===== src/rtl/uart_tx_arbiter_if.sv =====
// Producer/transmitter-side bundle for uart_tx_arbiter.
// The arbiter connects through the slave modport; the producers and the Transmitter model drive the master side.
interface uart_tx_arbiter_if #(
   parameter int NUM_REQ   = 4,
   parameter int SIZE_DATA = 8
);
   localparam int ID_W = $clog2(NUM_REQ);

   logic [NUM_REQ-1:0]           req_valid;
   logic [NUM_REQ*SIZE_DATA-1:0] req_data;
   logic [NUM_REQ-1:0]           req_ready;
   logic                         tx_start;
   logic [SIZE_DATA-1:0]         tx_data;
   logic                         tx_done;
   logic                         busy;
   logic [ID_W-1:0]              grant_id;
   logic                         timeout;

   modport slave (
      input  req_valid, req_data, tx_done,
      output req_ready, tx_start, tx_data, busy, grant_id, timeout
   );

   modport master (
      output req_valid, req_data, tx_done,
      input  req_ready, tx_start, tx_data, busy, grant_id, timeout
   );
endinterface


===== src/rtl/uart_tx_arbiter.sv =====
// Round-robin arbiter sharing one UART Transmitter among NUM_REQ byte producers.
// Define UART_ARB_TIMEOUT_EN to abort a grant whose frame never completes within TIMEOUT i_stick ticks.
module uart_tx_arbiter #(
   parameter int NUM_REQ   = 4,
   parameter int SIZE_DATA = 8,
   parameter int TIMEOUT   = 200
) (
   input  logic              i_clk,
   input  logic              i_rst,
   input  logic              i_stick,
   uart_tx_arbiter_if.slave  bus
);
   localparam int ID_W = $clog2(NUM_REQ);

   typedef enum logic [1:0] {
      ST_IDLE  = 2'd0,
      ST_START = 2'd1,
      ST_WAIT  = 2'd2
   } state_t;

   state_t               state_q, state_d;
   logic [ID_W-1:0]      ptr_q, ptr_d;
   logic [ID_W-1:0]      grant_q, grant_d;
   logic [SIZE_DATA-1:0] data_q, data_d;
   logic [NUM_REQ-1:0]   ready_q, ready_d;
   logic                 start_q, start_d;
   logic                 busy_q, busy_d;
   logic                 timeout_q, timeout_d;

   logic                 win_found;
   logic [ID_W-1:0]      win_id;
   logic [ID_W-1:0]      cand_id;
   int                   cand;
   logic [SIZE_DATA-1:0] win_data;
   logic                 expire;

   // First requesting index at or above the pointer, wrapping past NUM_REQ-1.
   // NOTE: every variable written here gets a default first, so no path can leave one unassigned and infer a latch.
   always_comb begin
      win_found = 1'b0;
      win_id    = '0;
      cand      = 0;
      cand_id   = '0;
      for (int i = 0; i < NUM_REQ; i++) begin
         cand = int'(ptr_q) + i;
         if (cand >= NUM_REQ) cand = cand - NUM_REQ;
         cand_id = ID_W'(cand);
         if (!win_found && bus.req_valid[cand_id]) begin
            win_found = 1'b1;
            win_id    = cand_id;
         end
      end
   end

   always_comb begin
      win_data = '0;
      for (int i = 0; i < NUM_REQ; i++) begin
         if (win_id == ID_W'(i)) win_data = bus.req_data[i*SIZE_DATA +: SIZE_DATA];
      end
   end

`ifdef UART_ARB_TIMEOUT_EN
   localparam int CNT_W = $clog2(TIMEOUT + 1);

   logic [CNT_W-1:0] tick_cnt_q;

   // Cleared whenever not in WAIT, so every frame starts its budget from zero.
   always_ff @(posedge i_clk or posedge i_rst) begin
      if (i_rst)                   tick_cnt_q <= '0;
      else if (state_q != ST_WAIT) tick_cnt_q <= '0;
      else if (i_stick)            tick_cnt_q <= tick_cnt_q + 1'b1;
   end

   // Terminal count: the TIMEOUT-th tick is being sampled at this edge.
   assign expire = (state_q == ST_WAIT) && i_stick && (tick_cnt_q == CNT_W'(TIMEOUT - 1));
`else
   localparam int unused_timeout = TIMEOUT;
   logic unused_stick;

   assign unused_stick = i_stick;
   assign expire       = 1'b0;
`endif

   always_comb begin
      state_d   = state_q;
      ptr_d     = ptr_q;
      grant_d   = grant_q;
      data_d    = data_q;
      ready_d   = '0;
      start_d   = 1'b0;
      busy_d    = busy_q;
      timeout_d = 1'b0;

      case (state_q)
         ST_IDLE: begin
            if (win_found) begin
               ready_d[win_id] = 1'b1;
               grant_d         = win_id;
               data_d          = win_data;
               busy_d          = 1'b1;
               ptr_d           = (win_id == ID_W'(NUM_REQ - 1)) ? '0 : win_id + 1'b1;
               state_d         = ST_START;
            end
         end
         ST_START: begin
            start_d = 1'b1;
            state_d = ST_WAIT;
         end
         ST_WAIT: begin
            // Done outranks a coincident terminal count.
            if (bus.tx_done) begin
               busy_d  = 1'b0;
               state_d = ST_IDLE;
            end else if (expire) begin
               busy_d    = 1'b0;
               timeout_d = 1'b1;
               state_d   = ST_IDLE;
            end
         end
         default: begin
            busy_d  = 1'b0;
            state_d = ST_IDLE;
         end
      endcase
   end

   // NOTE: state is updated with non-blocking assignments so every register samples pre-edge values.
   always_ff @(posedge i_clk or posedge i_rst) begin
      if (i_rst) begin
         state_q   <= ST_IDLE;
         ptr_q     <= '0;
         grant_q   <= '0;
         data_q    <= '0;
         ready_q   <= '0;
         start_q   <= 1'b0;
         busy_q    <= 1'b0;
         timeout_q <= 1'b0;
      end else begin
         state_q   <= state_d;
         ptr_q     <= ptr_d;
         grant_q   <= grant_d;
         data_q    <= data_d;
         ready_q   <= ready_d;
         start_q   <= start_d;
         busy_q    <= busy_d;
         timeout_q <= timeout_d;
      end
   end

   assign bus.req_ready = ready_q;
   assign bus.tx_start  = start_q;
   assign bus.tx_data   = data_q;
   assign bus.busy      = busy_q;
   assign bus.grant_id  = grant_q;
   assign bus.timeout   = timeout_q;

endmodule


===== src/flat_wrapper.sv =====
// flat-port wrapper written by rule: the top's interface ports become plain ports
module uart_tx_arbiter_flat 
#(
   parameter int NUM_REQ   = 4,
   parameter int SIZE_DATA = 8,
   parameter int TIMEOUT   = 200
)
  (i_clk, i_rst, i_stick, bus_req_valid, bus_req_data, bus_tx_done, bus_req_ready, bus_tx_start, bus_tx_data, bus_busy, bus_grant_id, bus_timeout);
  uart_tx_arbiter_if #(.NUM_REQ(NUM_REQ), .SIZE_DATA(SIZE_DATA)) bus_i ();
  input  logic i_clk;
  input  logic i_rst;
  input  logic i_stick;
  input wire logic [$bits(bus_i.req_valid)-1:0] bus_req_valid;
  input wire logic [$bits(bus_i.req_data)-1:0] bus_req_data;
  input wire logic [$bits(bus_i.tx_done)-1:0] bus_tx_done;
  output wire logic [$bits(bus_i.req_ready)-1:0] bus_req_ready;
  output wire logic [$bits(bus_i.tx_start)-1:0] bus_tx_start;
  output wire logic [$bits(bus_i.tx_data)-1:0] bus_tx_data;
  output wire logic [$bits(bus_i.busy)-1:0] bus_busy;
  output wire logic [$bits(bus_i.grant_id)-1:0] bus_grant_id;
  output wire logic [$bits(bus_i.timeout)-1:0] bus_timeout;
  assign bus_i.req_valid = bus_req_valid;
  assign bus_i.req_data = bus_req_data;
  assign bus_i.tx_done = bus_tx_done;
  assign bus_req_ready = bus_i.req_ready;
  assign bus_tx_start = bus_i.tx_start;
  assign bus_tx_data = bus_i.tx_data;
  assign bus_busy = bus_i.busy;
  assign bus_grant_id = bus_i.grant_id;
  assign bus_timeout = bus_i.timeout;
  uart_tx_arbiter #(.NUM_REQ(NUM_REQ), .SIZE_DATA(SIZE_DATA), .TIMEOUT(TIMEOUT)) u_core (.i_clk(i_clk), .i_rst(i_rst), .i_stick(i_stick), .bus(bus_i));
endmodule

===== config.mk =====
export PLATFORM = sky130hd
export DESIGN_NAME = uart_tx_arbiter_flat
export DESIGN_NICKNAME = d
export VERILOG_FILES = /design/src/rtl/uart_tx_arbiter_if.sv /design/src/rtl/uart_tx_arbiter.sv /design/src/flat_wrapper.sv
export SDC_FILE = /design/constraint.sdc
export NUM_CORES = 1
export LEC_CHECK = 0
export CAP_MARGIN = 20
export CORE_UTILIZATION = 29
export DETAILED_ROUTE_END_ITERATION = 10
export SLEW_MARGIN = 20
export SYNTH_ARGS = -nofsm -noshare
export SYNTH_HDL_FRONTEND = slang
export SYNTH_SLANG_ARGS = --single-unit

===== constraint.sdc =====
create_clock -name i_clk -period 3.39 [get_ports i_clk]
set_input_delay 0.339 -clock i_clk [delete_from_list [all_inputs] [get_ports i_clk]]
set_output_delay 0.339 -clock i_clk [all_outputs]
set_load 0.005 [all_outputs]

* Word level (Yosys, flattened, before mapping)
Cells that the tools add are included.
W data, S select, Z words.
** Storage, ports and cells
- Register bits :: 20
- Latch bits :: 0
- Bits in writable memories :: 0
- Memory bits (read-only) :: 0
- Input bits :: 40
- Output and inout port bits :: 17
- Logic and storage cells :: 81
- Memories kept :: 0
** Operators by class
- Add/sub/neg operators :: 8
- $mul :: 0
- Divide/modulo/power cells :: 0
- Magnitude comparators :: 10
- Eq/ne operators :: 7
- Shift operators :: 0
- Multiplexer cells :: 36
- Bitwise operators :: 1
- Reductions and logical operators :: 12
** Operators by type and width (count)
- $mux W8 :: 4
- $mux W2 :: 11
- $lt A2 B3 Y1 const B :: 5
- $mux W1 :: 12
- $ge A3 B3 Y1 const B :: 3
- $bmux W1 S2 :: 4
- $mux W4 :: 2
- $sub A2 B1 Y2 const B :: 4
- $add A2 B2 Y3 const B :: 2
- $eq A2 B2 Y1 const B :: 3
- $pmux W2 S3 :: 1
- $eq A2 B1 Y1 const B :: 2
- $logic_and A1 B1 Y1 :: 4
- $logic_not A2 Y1 :: 2
- $reduce_and A2 Y1 :: 2
- $add A2 B1 Y3 const B :: 1
- $ge A2 B3 Y1 const B :: 1
- $logic_not A1 Y1 :: 3
- $pmux W1 S3 :: 1
- $reduce_and A3 Y1 :: 1
- $add A2 B1 Y2 const B :: 1
- $demux W1 S2 :: 1
- $ge A2 B1 Y1 const B :: 1
- $ne A2 B1 Y1 const B :: 1
- 2 further kinds :: 2

* Logic depth before layout (Yosys ltp)
Gate-level depths: netlist of the first run.
- Depth in word-level cells :: 20
- Gate-level depth with buffers :: 9
- Mapped depth without buffers :: 7

* Worst setup path after synthesis of the first run
Ideal clock, no wire load.
- Path kind :: register to register
- Start :: register u_core.ptr_q[1]
- End :: register u_core.data_q[5] (netlist: u_core.bus.tx_data[5])
- Setup time :: 0.082 ns
- Data arrival time :: 2.209 ns
- Slack :: 1.099 ns
- Cell stages (with the launch flop) :: 9
- Buffers on the path :: 2
- Period minus slack after synthesis :: 2.291 ns
- Cells stage by stage :: dfrtp_1 > mux2i_1 > nor2_1 > or4_1 > ha_1 > buf_2 > clkbuf_1 > a221o_1 > a31oi_1
** On the way
- Cells in the longest elaborated chain, start to end :: 19
** Ends and longest elaborated chain
- from (decl) :: line uart_tx_arbiter.sv:22 : logic [ID_W-1:0] ptr_q, ptr_d;
- from (signal assigned) :: line uart_tx_arbiter.sv:140 : ptr_q <= ptr_d;
- parallel branches: the longest is 19 deep, another holds $add A2 B1 Y3
- to (signal assigned) :: line uart_tx_arbiter.sv:142 : data_q <= data_d;
- to (decl) :: line uart_tx_arbiter.sv:24 : logic [SIZE_DATA-1:0] data_q, data_d;
Several ways; the timed one is not identified. The select of a mux whose other input is x is not followed.
A chain may end at the register's enable or synchronous reset.

* Final worst setup path of the first run
- Start :: input port bus_req_valid[3]
- End :: register u_core.data_q[7] (netlist: u_core.bus.tx_data[7])
** On the way
- Cells in the longest elaborated chain, start to end :: 17
** Ends and longest elaborated chain
- from (decl) :: line flat_wrapper.sv:13 : input wire logic [$bits(bus_i.req_valid)-1:0] bus_req_valid;
- $bmux W1 S2 :: line uart_tx_arbiter.sv:48 : if (!win_found && bus.req_valid[cand_id]) begin
- $mux W1 (not written as such) :: line uart_tx_arbiter.sv:48
- $mux W1 :: line uart_tx_arbiter.sv:48
- $logic_not A1 Y1 :: line uart_tx_arbiter.sv:48
- $logic_and A1 B1 Y1 :: line uart_tx_arbiter.sv:48
- $mux W1 :: line uart_tx_arbiter.sv:48
- $logic_not A1 Y1 :: line uart_tx_arbiter.sv:48
- $logic_and A1 B1 Y1 :: line uart_tx_arbiter.sv:48
- $mux W1 :: line uart_tx_arbiter.sv:48
- $logic_not A1 Y1 :: line uart_tx_arbiter.sv:48
- $logic_and A1 B1 Y1 :: line uart_tx_arbiter.sv:48
- $mux W2 * :: line uart_tx_arbiter.sv:48
- via u_core.win_id[0] :: line uart_tx_arbiter.sv:31 : logic [ID_W-1:0] win_id;
- $logic_not A2 Y1 :: line uart_tx_arbiter.sv:58 : if (win_id == ID_W'(i)) win_data = bus.req_data[i*SIZE_DATA +: SIZE_DATA];
- $mux W8 (3 in a row) :: line uart_tx_arbiter.sv:58
- $mux W8 * :: line uart_tx_arbiter.sv:58
Mark *: on every way through the listed nets, which the timed path passes. The rest lies on a longest branch. The select of a mux whose other input is x is not followed.

==> results of run 1 <==
-- layout make-up --
| cell class | instances | area, sq um |
|---|---|---|
| Clock buffer | 4 | 55.1 |
| Inverter | 12 | 47.5 |
| Tap cell | 48 | 60.1 |
| Multi-Input combinational cell | 89 | 598 |
| Fill cell | 370 | 1990 |
| Sequential cell | 20 | 500 |
| Timing Repair Buffer | 55 | 548 |
-- where the power goes --
group	internal [uW]	total, uW	leakage [uW]	switching, uW
registers	354	425	0.000241	70.8
clock network	103	181	0.0000288	77.2
logic	432	785	0.000494	353
-- worst reg2reg max path, cell delays in order, from the launching register on --
cell	delay, ns
dfrtp_1	0.42
mux2i_1	0.20
nor2_1	0.10
nor4_1	0.45
ha_1	0.54
a21oi_1	0.14
a221o_1	0.37
a31oi_1	0.16
-- cells in the mapped netlist --
cell      instances
conb_1            1
nor2b_1           2
buf_2             2
a221o_1           8
a21o_1            1
or4_1             2
ha_1              4
inv_4             1
o22ai_1           1
nand3b_1          8
o41a_1            1
o41ai_1           1
mux2_4            1
o21ai_0           2
nor4_1            2
buf_1             1
a31oi_1           8
nand2_4           1
clkbuf_1          6
o22a_1            1
mux2i_1           1
o31ai_1           1
dfrtp_1          20
buf_4             1
a311oi_1          1
nor3b_1           1
nand2b_1          3
or2_2             3
nand2_1           9
and3_1            4
inv_1            11
a21oi_1          18
nor2_1            4
-- registers in the layout, indices dropped and copies added, names as in the netlist --
signal and count:
u_core.bus.busy 1, u_core.bus.grant_id 2, u_core.bus.req_ready 4, u_core.bus.tx_data 8
u_core.bus.tx_start 1, u_core.ptr_q 2, u_core.state_q 2
-- worst max path at each step --
stage / from / to / slack (ns) / cells past startpoint
after floorplan: u_core.ptr_q[1] / u_core.bus.tx_data[5] / 1.10 / 8
final: bus_req_valid[3] / u_core.bus.tx_data[7] / 0.80 / 8
after global routing: bus_req_valid[2] / u_core.bus.tx_data[7] / 0.61 / 8
after global placement: bus_req_valid[3] / u_core.bus.tx_data[7] / 0.64 / 8
after CTS: bus_req_valid[2] / u_core.bus.tx_data[7] / 0.82 / 8
after detailed placement: bus_req_valid[2] / u_core.bus.tx_data[7] / 0.56 / 8
-- cell families after synthesis --
kind of cell | Yosys count | synth area share
AOI/OAI and AO/OA | 43 | 0.243
adders and majority gates | 4 | 0.0421
buffers and inverters | 22 | 0.0768
DFF | 20 | 0.421
muxes | 2 | 0.0210
other | 1 | 0.00315
and+or+nand+nor | 39 | 0.193
-- routing by layer --
| layer | wire length, um | vias up | track usage | share of wire |
|---|---|---|---|---|
| met5 | 0 | - | 0 | 0 |
| met4 | 31 | 0 | 0.0638 | 0.010 |
| met3 | 209 | 3 | 0.0207 | 0.069 |
| met2 | 1530 | 52 | 0.264 | 0.51 |
| met1 | 1250 | 544 | 0.172 | 0.41 |
| li1 | - | 570 | - | - |
-- metrics by stage --
stage | hold slack [ns] | power (uW) | worst slack (ns)
6_report | 0.496 | 1390 | 0.803
5_1_grt | 0.574 | 1510 | 0.607
4_1_cts | 0.524 | 1410 | 0.817
3_5_place_dp | 0.511 | 1220 | 0.560
3_3_place_gp | 0.498 | 1210 | 0.642
2_1_floorplan | 0.303 | 898 | 1.10
==> results by group, run 1 <==
Run status
  • Status: finished, final reports clean

Final layout
  • Ant diodes: 0
  • Design Area, Final: approximately 0.0018 sq mm
  • Core Util, Final: 0.476
  • Most common cell after layout, fill and taps aside: clkdlybuf4s50_1
  • P&R area growth vs syn: 52.1%
  • Nets: 225
  • Fin cells: 228
  • Commonest non-fill, non-tap cells in the layout: clkdlybuf4s50_1 (54), dfrtp_1 (20), a21oi_1 (18)
  • Share of cells above drive strength 1: 0.0611

Setup path
  • Critical path class: primary input to flip-flop
  • Crit start category: primary input
  • Worst Path Required: around 3.6 ns
  • CP Cell Sequence: clkdlybuf4s50_1 -> nand2b_1 -> a21oi_1 -> nor4_1 -> ha_1 -> a21oi_1 -> a221o_1 -> a31oi_1
  • Arr. time, crit path: between 2 and 3 ns
  • RR Endpoint: u_core.bus.tx_data[7]
  • Slowest stage delay, CP: 0.54 ns
  • Worst Setup End Kind: flip-flop
  • Most frequent CP cell: a21oi_1
  • R2R cell count: 7
  • CP Max Fanout: 17
  • R2R Setup Slk: 0.93 ns
  • Delay-heaviest family, CP: compound AO/OA/AOI/OAI gates
  • Max stage delay cell, worst path: clkdlybuf4s50_1
  • Buf+Inv Stages, Crit Path: 1
  • Worst flop-to-flop path startpoint: u_core.ptr_q[1]

Global route
  • Initial antenna violation count: 0
  • GRT Overall Usage: 0.147
  • Number of global-route vias before repair: between 1000 and 1500
  • First-pass GRT wire length: 4800 um
  • Pin count of the biggest net entering global routing: 21
  • Final global-route overflow total: 0

Clock tree
  • CTS Hold Bufs: 0
  • H-tree depth: 1
  • CTS root buf: clkbuf_8
  • Post-cts gate resize count: 0
  • Clock tree buffer depth: 2
  • CTS tree: yes
  • # clock sinks: 20
  • Post-CTS setup buffers: 0
  • Register clock-pin slew on the reported worst setup and hold paths: 0.07 ns
  • CTS Buf Count: 3
  • Clock latency on the worst-skew pair: 0.26 ns

Timing
  • Slew headroom: 0.401
  • Final Hold Fails: 0
  • Tcrit/Tclk final: 0.763
  • Final Slew Violations: 0
  • Worst Skew: between 0.003 and 0.004 ns
  • Setup violations, final: 0
  • Fmax: 386 MHz
  • Slew @ Worst Pin: 0.896 ns
  • Min Tclk post-route: 2.59 ns
  • RSZ-0062 raised after global routing: no
  • Setup TNS: 0 ns

Routing
  • Initial drt markers: 71
  • Drt pass-1 iters: 4
  • Wirelength, routed: 3030 um
  • ANT nets after route: 0
  • Via count: 1169
  • Routed len/inst: roughly 13 um
  • Vias/cell: 5.13
  • DRC: 0

Placed design
  • Detailed placer's ending HPWL: ~2400 um
  • Placed cell area: around 0.0018 sq mm
  • PortBufs: between 50 and 60
  • Final Wtd Congestion: approximately 0.79
  • Placed Instances: about 220

Pwr
  • Pleak: around 0.00076 uW
  • Worst VDD drop: 0.000219 V
  • Power Density: 769 mW/mm^2

Synth
  • Post-synthesis cell count: 131
  • Synth top area share: 0.421
  • Yosys warnings: 0
  • Synthesized area per cell: ~9.1 sq um
  • Mapped cell area: 0.00119 sq mm
  • Synth cell types: 33
  • Sequential area share after synthesis: 0.421
  • Post-synth net total: 175
  • Most area-hungry cell type in the Yosys netlist: dfrtp_1
  • Flops & latches, synth: 20
  • Dominant cells by area after synthesis: dfrtp_1 (42%), a21oi_1 (7.6%), a221o_1 (6.7%)

Floorplanning
  • Starting Density: 0.313
  • Die area: 0.00436 sq mm
  • IO Pins: 57
  • Core area: 0.00380 sq mm
  • Die height: around 66 um
  • Die Span X: 66.1 um
  • Floorplan row count: 22

Run
  • MaxCap Viol Count: 0

Hold path
  • Hold Crit Class: primary input to asynchronous set/reset pin
(Power assumes the default switching activity.)
==> run 2, diff against run 1 <==
- clock period: 3.39 -> 2.25 ns (I/O delays scaled with it)
==> run 2 against run 1 <==
Core utilization is 5.8 points higher; sequential cell count stayed put; highest routed layer unchanged; critical endpoint unchanged; via count is 9.2% higher; wire length is 16% higher; combinational power is 85% higher; worst hold slack worse by 0.090 ns; global-route usage is 1.7 points higher; first-iteration DRC count is 35% lower; register-to-register slack worse by 0.91 ns; die area stayed put; clock skew is 0.00089 ns lower.
==> results by group, run 2 (synthesis gave the netlist of run 1 again) <==
Run status
  • Status: finished, final reports clean

Setup path
  • Critical path class: primary input to flip-flop
  • RR Endpoint: u_core.bus.tx_data[7]
  • Crit start category: primary input
  • CP Cell Sequence: clkdlybuf4s50_1 -> mux2i_1 -> nor2_1 -> buf_4 -> or4_4 -> ha_4 -> buf_12 -> a221o_1 -> a31oi_1
  • Arr. time, crit path: 2.41 ns (-0.36 ns)
  • CP Max Fanout: 17 (unchanged)
  • Max stage delay cell, worst path: clkdlybuf4s50_1
  • Worst Setup End Kind: flip-flop
  • Buf+Inv Stages, Crit Path: 3 (+2)
  • Slowest stage delay, CP: 0.48 ns (-0.06 ns)
  • Worst Path Required: 2.43 ns (-1.14 ns)
  • R2R Setup Slk: 0.02 ns (-0.91 ns)
  • Worst setup startpoint: bus_req_valid[0]
  • Delay-heaviest family, CP: buffers and inverters
  • R2R cell count: 8 (+1)
  • Worst flop-to-flop path startpoint: u_core.ptr_q[1]

Final layout
  • Most common cell after layout, fill and taps aside: clkdlybuf4s50_1
  • Core Util, Final: 0.534 (+0.0576)
  • Ant diodes: 0 (unchanged)
  • Fin cells: 249 (+9.2%)
  • Max FFs per register: 8 (unchanged)
  • P&R area growth vs syn: 70.5%
  • Share of cells above drive strength 1: 0.194 (+0.133)
  • Nets: 246 (+9.3%)
  • Commonest non-fill, non-tap cells in the layout: clkdlybuf4s50_1 (52), dfrtp_1 (20), buf_4 (19)

Floorplanning
  • Die Span X: 66.1 um (unchanged)
  • Core area: 0.00380 sq mm (unchanged)
  • Die height: 66.1 um (unchanged)
  • Starting Density: 0.313 (unchanged)
  • IO Pins: 57 (unchanged)
  • Floorplan row count: 22 (unchanged)
  • Die area: 0.00436 sq mm (unchanged)

Timing
  • RSZ-0062 raised after global routing: yes
  • Final Hold Fails: 0 (unchanged)
  • Setup TNS: 0 ns (unchanged)
  • Tcrit/Tclk final: 0.992
  • Slew @ Worst Pin: 0.783 ns (-0.113 ns)
  • Setup violations, final: 0 (unchanged)
  • Final Slew Violations: 0 (unchanged)
  • Min Tclk post-route: approximately 2.2 ns
  • Worst Skew: 0.00276 ns (-0.000895 ns)
  • Fmax: 448 MHz
  • Final Worst Setup Slack: 0.0190 ns (-0.784 ns)
  • Final Hold Slack: 0.406 ns (-0.0898 ns)
  • Slew headroom: 0.478 (+0.0769)

Clock tree
  • # clock sinks: 20 (unchanged)
  • CTS Buf Count: 3 (unchanged)
  • Clock tree buffer depth: 2 (unchanged)
  • Register clock-pin slew on the reported worst setup and hold paths: 0.08 ns (about the same)
  • Clock latency on the worst-skew pair: 0.26 ns (about the same)
  • CTS tree: yes
  • CTS Hold Bufs: 0 (unchanged)
  • H-tree depth: 1 (unchanged)
  • CTS root buf: clkbuf_8

Placed design
  • Place WS: -0.415 ns (-0.974 ns)
  • Detailed placer's ending HPWL: 2490 um (+5.2%)
  • PortBufs: 54 (unchanged)
  • Final Wtd Congestion: 0.810 (+2.8%)
  • Placed Instances: 238 (+6.3%)

Global route
  • Met2 usage: 0.291 (+0.0268)
  • Most Crowded Layer GR: met2
  • Final global-route overflow total: 0 (unchanged)
  • Met1 Resource Use GR: 0.202 (+0.0305)
  • First-pass GRT wire length: 5370 um (+12%)
  • Pin count of the biggest net entering global routing: 21 (unchanged)
  • Initial antenna violation count: 0 (unchanged)
  • GRT Overall Usage: 0.164 (+0.0166)
  • Global Route met3 Usage: 0.0138 (-0.00690)
  • Number of global-route vias before repair: 1165 (+8.2%)

Routing
  • Drt pass-1 iters: 4 (unchanged)
  • Via count: 1276 (+9.2%)
  • Wirelength, routed: 3500 um (+16%)
  • ANT nets after route: 0 (unchanged)
  • Routed len/inst: 14.1 um (+5.9%)
  • DRC: 0 (unchanged)
  • Initial drt markers: 46 (-35%)
  • Vias/cell: 5.12 (about the same)

Hold path
  • Hold Crit Class: primary input to asynchronous set/reset pin

Pwr
  • Power Density: 1210 mW/mm^2 (+58%)
  • Worst VDD drop: 0.000441 V (+100%)
  • Pleak: 0.000887 uW (+16%)

Run
  • MaxCap Viol Count: 0 (unchanged)
[run 2: layout make-up]
type                            count  area [sq um]
Fill cell                         329          1770
Timing Repair Buffer               76           714
Multi-Input combinational cell     89           634
Sequential cell                    20           500
Tap cell                           48          60.1
Inverter                           12          47.5
Clock buffer                        3          41.3
Clock inverter                      1          30.0
[run 2: per-layer routing]
metal,vias to the layer above,routed length [um]
li1,612,-
met1,599,1390
met2,60,1770
met3,5,277
met4,0,56
met5,-,0
[run 2: through the flow]
stage	total power [uW]	area, sq um
floorplan	1360	1190
global placement	1950	1870
detailed placement	1980	1870
CTS	2410	1980
global route	2640	2030
finish	2460	2030
[run 2: worst max path at each step]
stage | slack [ns] | to | cells past startpoint
2_1_floorplan | 0.06 | u_core.bus.tx_data[5] | 8
3_3_place_gp | -0.29 | u_core.bus.tx_data[7] | 8
3_5_place_dp | -0.41 | u_core.bus.tx_data[7] | 8
4_1_cts | 0.004 | u_core.bus.tx_data[7] | 8
5_1_grt | -0.08 | u_core.bus.tx_data[7] | 8
6_report | 0.02 | u_core.bus.tx_data[7] | 9
[run 2: where the power goes]
group	leakage [uW]	total (uW)	internal [uW]	switching [uW]
clock network	0.0000357	360	237	122
logic	0.000611	1450	840	613
registers	0.000241	645	534	112
total	0.000887	2460	1610	846
[run 2: worst reg2reg max path, delay by kind of cell, from the launching register on]
family | cells | cell delay, ns
AO/OA/AOI/OAI | 2 | 0.54
buffers and inverters | 2 | 0.28
multiplexers | 1 | 0.20
AND/OR/NAND/NOR | 2 | 0.52
flip-flops | 1 | 0.41
adder cells (fa/ha/maj) | 1 | 0.19
[run 2: timing repair]
item,4_1_cts,5_1_grt
endpoints found under the setup margin,8,8
setup buffers,2,5
pin swaps,2,8
gates resized for setup,7,3
==> run 3, diff against run 2 <==
- GPL_TIMING_DRIVEN: not set -> 0
==> run 3 against run 2 <==
Cell count shrank 3.6%; critical path type is now flip-flop to flip-flop; combinational power fell by 3%; wire length shrank 4.9%; largest cell class is now multi-input combinational cells; highest routed layer unchanged; critical endpoint unchanged.
==> results by group, run 3 (synthesis gave the netlist of run 1 again) <==
Pwr
  • Combinational Power Share: 0.603 (+0.012)
  • Seq pwr share: 0.280 (+0.017)
  • Power Density: 1170 mW/mm^2 (-3.7%)
  • Clock power frac: 0.117 (-0.029)
  • Worst VDD drop: 0.000435 V (-1.4%)
  • Internal power: 1480 uW (-8.2%)
  • Switching share of power: 0.362 (+0.0172)
  • Pleak: 0.000838 uW (-5.6%)
  • Sw power: 838 uW (-1.0%)

Placed design
  • Placed cell area: 0.00179 sq mm (-4.1%)
  • Final Wtd Congestion: 0.788 (-2.6%)
  • Detailed placer's ending HPWL: 2460 um (-1.2%)
  • PortBufs: 54 (unchanged)
  • Place WS: -0.670 ns (-0.255 ns)

Clock tree
  • H-tree depth: 1 (unchanged)
  • CTS root buf: clkbuf_8
  • Clock latency on the worst-skew pair: 0.25 ns (about the same)
  • Clock tree buffer depth: 2 (unchanged)
  • CTS tree: yes
  • CTS Hold Bufs: 0 (unchanged)
  • CTS Buf Count: 3 (unchanged)
  • Register clock-pin slew on the reported worst setup and hold paths: 0.08 ns (about the same)
  • # clock sinks: 20 (unchanged)

Timing
  • Setup violations, final: 0 (unchanged)
  • Final Slew Violations: 0 (unchanged)
  • Slew headroom: 0.487 (+0.00899)
  • Setup TNS: 0 ns (unchanged)
  • Fmax: 465 MHz (+3.7%)
  • Final Hold Fails: 0 (unchanged)
  • Worst Skew: 0.00315 ns (+0.000384 ns)
  • Final Worst Setup Slack: 0.0978 ns (+0.0788 ns)
  • Slew @ Worst Pin: 0.769 ns (-0.0135 ns)
  • Final Hold Slack: 0.407 ns (+0.00104 ns)
  • Min Tclk post-route: 2.15 ns (-0.0788 ns)
  • Tcrit/Tclk final: 0.957 (-0.0350)

Routing
  • Via count: 1191 (-6.7%)
  • Drt pass-1 iters: 4 (unchanged)
  • Vias/cell: 4.96 (-3.2%)
  • Routed len/inst: 13.9 um (-1.4%)
  • Initial drt markers: 25 (-46%)
  • ANT nets after route: 0 (unchanged)
  • Wirelength, routed: 3330 um (-4.9%)
  • DRC: 0 (unchanged)

Setup path
  • Crit start category: flip-flop
  • R2R Setup Slk: 0.1 ns (+0.08 ns)
  • RR Endpoint: u_core.bus.tx_data[7]
  • R2R cell count: 7 (-1)
  • Critical path class: flip-flop to flip-flop
  • Worst Setup End Kind: flip-flop
  • Worst Path Required: 2.43 ns (about the same)
  • Arr. time, crit path: 2.33 ns (-0.08 ns)
  • Worst flop-to-flop path startpoint: u_core.ptr_q[1]
  • CP Max Fanout: 10 (-7)

Floorplanning
  • Starting Density: 0.313 (unchanged)
  • Die height: 66.1 um (unchanged)
  • Die Span X: 66.1 um (unchanged)
  • IO Pins: 57 (unchanged)
  • Floorplan row count: 22 (unchanged)
  • Die area: 0.00436 sq mm (unchanged)
  • Core area: 0.00380 sq mm (unchanged)

Final layout
  • Share of cells above drive strength 1: 0.188 (-0.00653)
  • Nets: 237 (-3.7%)
  • Design Area, Final: 0.00199 sq mm (-2.1%)
  • Commonest non-fill, non-tap cells in the layout: clkdlybuf4s50_1 (50), dfrtp_1 (18), a21oi_1 (16)
  • Ant diodes: 0 (unchanged)
  • Core Util, Final: 0.523 (-0.0112)
  • Most common cell after layout, fill and taps aside: clkdlybuf4s50_1
  • Area of the multi-input gates: 689 sq um (+8.7%)
  • P&R area growth vs syn: 66.9%
  • Register Area: 503 sq um (+0.50%)
  • Filler Cells Inserted: 348 (+5.8%)
  • Max FFs per register: 8 (unchanged)

Global route
  • Final global-route overflow total: 0 (unchanged)
  • Initial antenna violation count: 0 (unchanged)
  • GRT Overall Usage: 0.159 (-0.00473)
  • Pin count of the biggest net entering global routing: 21 (unchanged)
  • Number of global-route vias before repair: 1180 (+1.3%)
  • First-pass GRT wire length: 5300 um (-1.3%)

Run status
  • Status: finished, final reports clean

Run
  • MaxCap Viol Count: 0 (unchanged)

Hold path
  • Hold Crit Class: primary input to asynchronous set/reset pin
==> run 3: how the worst max path moves through the flow <==
stage / startpoint / endpoint / slack, ns / depth (start not counted)
finish: u_core.ptr_q[1] / u_core.bus.tx_data[7] / 0.1 / 7
global route: u_core.ptr_q[1] / u_core.bus.tx_data[7] / -0.01 / 8
CTS: u_core.ptr_q[1] / u_core.bus.tx_data[5] / 0.03 / 7
detailed placement: bus_req_valid[0] / u_core.bus.tx_data[7] / -0.67 / 9
global placement: bus_req_valid[0] / u_core.bus.tx_data[0] / -0.61 / 8
floorplan: u_core.ptr_q[1] / u_core.bus.tx_data[5] / 0.06 / 8
==> run 3: layout make-up <==
type	count	share of cell area
buffer	7	0.0233
clock buffer	4	0.0277
inverter	12	0.0239
multi-input combinational	89	0.347
sequential	20	0.253
tap	48	0.0302
timing repair buffer	60	0.294
==> run 3: critical path: stages (launching register included) <==
cell	delay, ns
dfrtp_2	0.44
nand2_2	0.11
nor2_1	0.11
or4_4	0.57
ha_4	0.19
clkbuf_8	0.16
a221o_1	0.33
a31oi_1	0.16
==> run 3: layer usage <==
metal / routed length [um] / vias up / track usage
li1: - / 592 / -
met1: 1570 / 559 / 0.209
met2: 1590 / 38 / 0.276
met3: 132 / 2 / 0.0121
met4: 31 / 0 / 0.0479
met5: 0 / - / 0
==> run 3: stage by stage <==
stage | total power [uW] | std cells
after floorplan | 1360 | 131
after global placement | 1860 | 233
after detailed placement | 1880 | 233
after CTS | 2220 | 237
after global routing | 2500 | 240
final | 2320 | 240
==> run 3: what timing repair did <==
| item | 4_1_cts | 5_1_grt |
|---|---|---|
| buffers inserted | 2 | 4 |
| setup endpoints to repair | 9 | 8 |
| gates resized for setup | 16 | 13 |
| pin swaps | 2 | 4 |
==> run 3: power groups by stage <==
stage | Sequential [uW] | Combinational [uW] | Clock (uW)
2_1_floorplan | 644 | 714 | 0
3_3_place_gp | 645 | 1220 | 0
3_5_place_dp | 648 | 1230 | 0
4_1_cts | 644 | 1300 | 276
5_1_grt | 670 | 1540 | 296
6_report | 649 | 1400 | 271
